$ cat src/rtl/mux_41_arb_if.sv
// mux_41_arb_if: request/release handshake and grant/select outputs between source agents and the arbiter.
interface mux_41_arb_if;
  logic [3:0] req;
  logic       done;
  logic [1:0] s;
  logic [3:0] gnt;
  logic       busy;
  modport master (output req, done, input s, gnt, busy);
  modport slave  (input req, done, output s, gnt, busy);
endinterface

$ cat src/rtl/mux_41_arb.sv
// mux_41_arb: round-robin arbiter owning the 4:1 mux select, with hold-limit preemption.
module mux_41_arb #(
  parameter int HOLD_MAX = 8
) (
  input  logic         clk,
  input  logic         rst,
  mux_41_arb_if.slave  bus
);
  typedef enum logic {IDLE, GRANT} state_t;
  localparam logic [7:0] HM = 8'(HOLD_MAX);
  state_t     r_state, w_state_n;
  logic [1:0] r_owner, w_owner_n, r_ptr, w_ptr_n, r_s, w_s_n, w_win, w_idx;
  logic [3:0] r_gnt, w_gnt_n, w_own_oh, w_cand;
  logic [7:0] r_hold, w_hold_n;
  logic       w_pre, w_rel, w_found;
  assign bus.s    = r_s;
  assign bus.gnt  = r_gnt;
  assign bus.busy = r_state == GRANT;
  assign w_own_oh = 4'b0001 << r_owner;
  assign w_pre    = r_hold >= HM && |(bus.req & ~w_own_oh);
  assign w_rel    = bus.done || !bus.req[r_owner] || w_pre;
  // a preempted owner is excluded from the handover so it cannot win back immediately
  assign w_cand   = (r_state == GRANT && w_pre) ? bus.req & ~w_own_oh : bus.req;
  always_comb begin
    w_found = 1'b0;
    w_win   = r_ptr;
    w_idx   = r_ptr;
    for (int k = 3; k >= 0; k--) begin
      w_idx = r_ptr + 2'(k);
      if (w_cand[w_idx]) begin
        w_found = 1'b1;
        w_win   = w_idx;
      end
    end
  end
  always_comb begin
    w_state_n = r_state;
    w_owner_n = r_owner;
    w_ptr_n   = r_ptr;
    w_s_n     = r_s;
    w_gnt_n   = r_gnt;
    w_hold_n  = (r_state == GRANT && r_hold != 8'hff) ? r_hold + 8'd1 : r_hold;
    if (r_state == IDLE || w_rel) begin
      w_state_n = w_found ? GRANT : IDLE;
      w_gnt_n   = w_found ? 4'b0001 << w_win : 4'b0000;
      if (w_found) begin
        w_owner_n = w_win;
        w_s_n     = w_win;
        w_ptr_n   = w_win + 2'd1;
        w_hold_n  = 8'd1;
      end
    end
  end
  always_ff @(posedge clk) begin
    if (rst) begin
      r_state <= IDLE;
      r_owner <= '0;
      r_ptr   <= '0;
      r_s     <= '0;
      r_gnt   <= '0;
      r_hold  <= '0;
    end else begin
      r_state <= w_state_n;
      r_owner <= w_owner_n;
      r_ptr   <= w_ptr_n;
      r_s     <= w_s_n;
      r_gnt   <= w_gnt_n;
      r_hold  <= w_hold_n;
    end
  end
endmodule

$ cat src/flat_wrapper.sv
// flat-port wrapper written by rule: the top's interface ports become plain ports
module mux_41_arb_flat 
#(
  parameter int HOLD_MAX = 8
)
  (clk, rst, bus_req, bus_done, bus_s, bus_gnt, bus_busy);
  mux_41_arb_if bus_i ();
  input  logic clk;
  input  logic rst;
  input wire logic [$bits(bus_i.req)-1:0] bus_req;
  input wire logic [$bits(bus_i.done)-1:0] bus_done;
  output wire logic [$bits(bus_i.s)-1:0] bus_s;
  output wire logic [$bits(bus_i.gnt)-1:0] bus_gnt;
  output wire logic [$bits(bus_i.busy)-1:0] bus_busy;
  assign bus_i.req = bus_req;
  assign bus_i.done = bus_done;
  assign bus_s = bus_i.s;
  assign bus_gnt = bus_i.gnt;
  assign bus_busy = bus_i.busy;
  mux_41_arb #(.HOLD_MAX(HOLD_MAX)) u_core (.clk(clk), .rst(rst), .bus(bus_i));
endmodule
$ cat config.mk
export PLATFORM = sky130hd
export DESIGN_NAME = mux_41_arb_flat
export DESIGN_NICKNAME = d
export VERILOG_FILES = /design/src/rtl/mux_41_arb_if.sv /design/src/rtl/mux_41_arb.sv /design/src/flat_wrapper.sv
export SDC_FILE = /design/constraint.sdc
export NUM_CORES = 1
export LEC_CHECK = 0
export BUFFER_PORTS_ARGS = -buffer_cell sky130_fd_sc_hd__buf_2
export CAP_MARGIN = 20
export CORE_MARGIN = 2
export CORE_UTILIZATION = 46
export CTS_BUF_LIST = sky130_fd_sc_hd__clkbuf_4 sky130_fd_sc_hd__clkbuf_8 sky130_fd_sc_hd__clkbuf_16
export CTS_CLUSTER_DIAMETER = 50
export DETAILED_ROUTE_END_ITERATION = 10
export PLACE_DENSITY = 0.71
export SKIP_CTS_REPAIR_TIMING = 1
export SYNTH_ARGS = -nofsm -noshare
export SYNTH_HDL_FRONTEND = slang
export SYNTH_SLANG_ARGS = --single-unit
$ cat constraint.sdc
create_clock -name clk -period 5.04 [get_ports clk]
set_input_delay 0.504 -clock clk [delete_from_list [all_inputs] [get_ports clk]]
set_output_delay 0.504 -clock clk [all_outputs]
set_load 0.05 [all_outputs]
==> impl_metrics.tcl <==
set metrics [dict create \
    final_net_count 137 \
    cts_buffer_depth 2 \
    ys_seq_area_share_pct 32.8 \
    grt_use_total_pct 17.1 \
    fp.coreArea_um2 2170 \
    p_leak_nw 0.409 \
    grt_pass1_vias 826 \
    antenna_left 0 \
    clockPowerShare_pct 21.2 \
    cts.sinks 17 \
    drt-total-wl_mm 2.05 \
    die_x_um 51.5 \
    via_per_inst 5.77 \
    fmax_mhz 380 \
    tritoncts.num_buffers 3 \
    ys_seq_elements 17 \
    slew_headroom_pct 56.2 \
    synthCells 115 \
    dpl.hpwl_mm 1.55 \
    comb_power_share_pct 31.2 \
    min_path_cells 2 \
    die_h_um 51.5 \
    worst_ep_arrival_time_ns 2.86 \
    clk_latency_ns 0.29 \
    yosys-top-cells-area "dfxtp_1 33%, nor2_1 6.9%, xnor2_1 4.2%" \
    p_sw_share_pct 36.6 \
    ir_drop_mv 0.200 \
    avgSynthCellArea_um2 9.02 \
    critPathRequiredTime_ns 5.27 \
    area_growth_pct 7.72 \
    rows 17 \
    firstDrtPassIters 4 \
    yosysTopAreaCell "dfxtp_1" \
    power_mw 0.340 \
    hold_class "reg -> reg" \
    critPathMaxFanout 10 \
    critPathKind "reg -> reg" \
    cts-root-buf "clkbuf_4" \
    grt_max_degree 12 \
    start_util_pct 47.8 \
    ys_warn_count 0 \
    ys_types 43 \
    period_minus_slack_ns 2.63 \
    drc 0 \
    r2r.worst_path.cells 7 \
    vias 894 \
    syn_area_um2 1040 \
    clk_pin_slew_worst_paths_ns 0.10 \
    power_density_nw_per_um2 304 \
    grt-ovfl-total 0 \
    cts_tree "built" \
    crit_path_end_kind "flop" \
    hp-start "u_core.bus.gnt[1]" \
    synth_nets 124 \
    finalSetupTns_ns 0 \
    die_area_um2 2650 \
    drive_gt1_share_pct 22.8 \
    hold_viol_final 0 \
    wl_per_cell_um 13.2 \
    grt_pass1_wl_mm 3.46 \
    rsz0062_at_grt "no" \
    fin_skew_ns 0.00669 \
    crit_start "u_core.r_owner[1]" \
    maxCapViolCount 0 \
    gp_congestion 0.760 \
    htreeDepth 1 \
    diodes 0 \
    drt-initial-drc-count 19 \
    yosysTopAreaCellShare_pct 32.8 \
    outcome "finished clean" \
    p_switching_mw 0.124 \
    slew_viol_final 0 \
    antenna_found_initial 0 \
    worstSetupStartpointType "flop" \
    finalSetupViolCount 0 \
    io_pins 14 \
    tightest_slew_ns 0.649 \
    io_buffers 13 \
    internal-power_mw 0.215 \
    seq_power_share_pct 47.6 \
    reg2reg_from "u_core.r_owner[1]" \
    min_period_over_period_pct 52.2 \
]
-- state kept, by name (all words and copies together) (netlist names) --
signal / cells
u_core.r_hold: 8
u_core.bus.gnt: 4
u_core.r_owner: 2
u_core.r_ptr: 2
u_core.bus.busy: 1
-- final timing paths --
check,end,slack (ns)
max reg2reg,u_core.bus.gnt[0],2.41
min,u_core.bus.gnt[1],0.47
min reg2reg,u_core.bus.gnt[1],0.47
max,u_core.bus.gnt[0],2.41
-- routing by layer --
| metal | up-vias | wire, um | GRT usage, % |
|---|---|---|---|
| met5 | - | 0 | 0 |
| met4 | 0 | 0 | 4.39 |
| met3 | 0 | 80 | 4.39 |
| met2 | 20 | 986 | 29.3 |
| met1 | 429 | 981 | 21.1 |
| li1 | 445 | - | - |
-- cells by family after synthesis --
family,after synthesis,synth area share [%]
DFF,17,32.8
and+or+nand+nor,45,22.3
xor gates and xnor gates,8,6.76
buffers and inverters,12,7.12
AOI/OAI and AO/OA,27,22.7
adders and majority gates,2,2.41
muxes,4,5.91
-- through the flow --
step	util [%]	hold slack (ns)	instance area, um2	worst slack (ns)	instances
floorplan	-	0.491	1040	2.40	115
global placement	50.2	0.452	1090	2.44	151
detailed placement	50.2	0.451	1090	2.35	151
CTS	51.5	0.474	1120	2.42	155
global route	51.5	0.503	1120	2.14	155
finish	51.5	0.471	1120	2.41	155
-- synthesized netlist by cell type --
cell	n
o21a_1	1
o32a_2	1
xor2_1	3
a21boi_0	1
or4_4	1
a21oi_1	4
or4_1	1
a311oi_1	1
ha_1	2
and4bb_1	1
nor3_1	4
a22oi_1	1
o22ai_4	1
nand2_1	5
a32o_2	1
or4b_4	1
nor2_1	19
nand3_1	7
a211oi_1	1
nand3b_1	1
nor2b_1	1
a211oi_2	1
o41ai_1	4
a31oi_1	1
or3b_2	1
clkbuf_1	1
mux2_4	1
a21oi_2	1
dfxtp_1	17
a221o_1	2
mux2i_1	2
mux4_1	1
o21ai_0	2
inv_1	7
dlygate4sd3_1	1
nand4_1	1
nand2b_1	1
or2_1	1
o21ai_2	1
o41a_2	2
xnor2_1	5
buf_6	3
o21bai_1	1
-- placed cells by master, fill, tap and decap left out, drive strengths merged, types with 3 or more instances in the layout --
cell type and instances:
a21oi 5, nor2 19, xnor2 5, clkbuf 3
nand2 5, nand3 7, nor3 4, o21ai 3
dfxtp 17, buf 13, xor2 3, inv 7
o41ai 4
-- power groups by stage --
stage,clock [mW],combinational [mW],sequential [mW]
final,0.0721,0.106,0.161
after global routing,0.0799,0.116,0.163
after CTS,0.0761,0.106,0.161
after detailed placement,0,0.106,0.164
after global placement,0,0.104,0.164
after floorplan,0,0.0695,0.183
-- cell type report --
cell class              count  area [um2]
flip-flops and latches     17         340
clock buffers               3        22.5
multi-input cells          86         623
well taps                  28        35.0
clock inverters             1        5.00
repair buffers             13        65.1
inverters                   7        26.3
fillers                   224        1050
-- worst max-delay path, stage by stage (launching register included) --
cell,delay (ns)
dfxtp_1,0.56
or4b_4,0.22
o22ai_4,0.08
o41ai_1,0.61
nand3_1,0.15
a32o_2,0.34
or4_1,0.47
a21oi_1,0.13
Note: power is estimated with default switching activity, not from simulation.
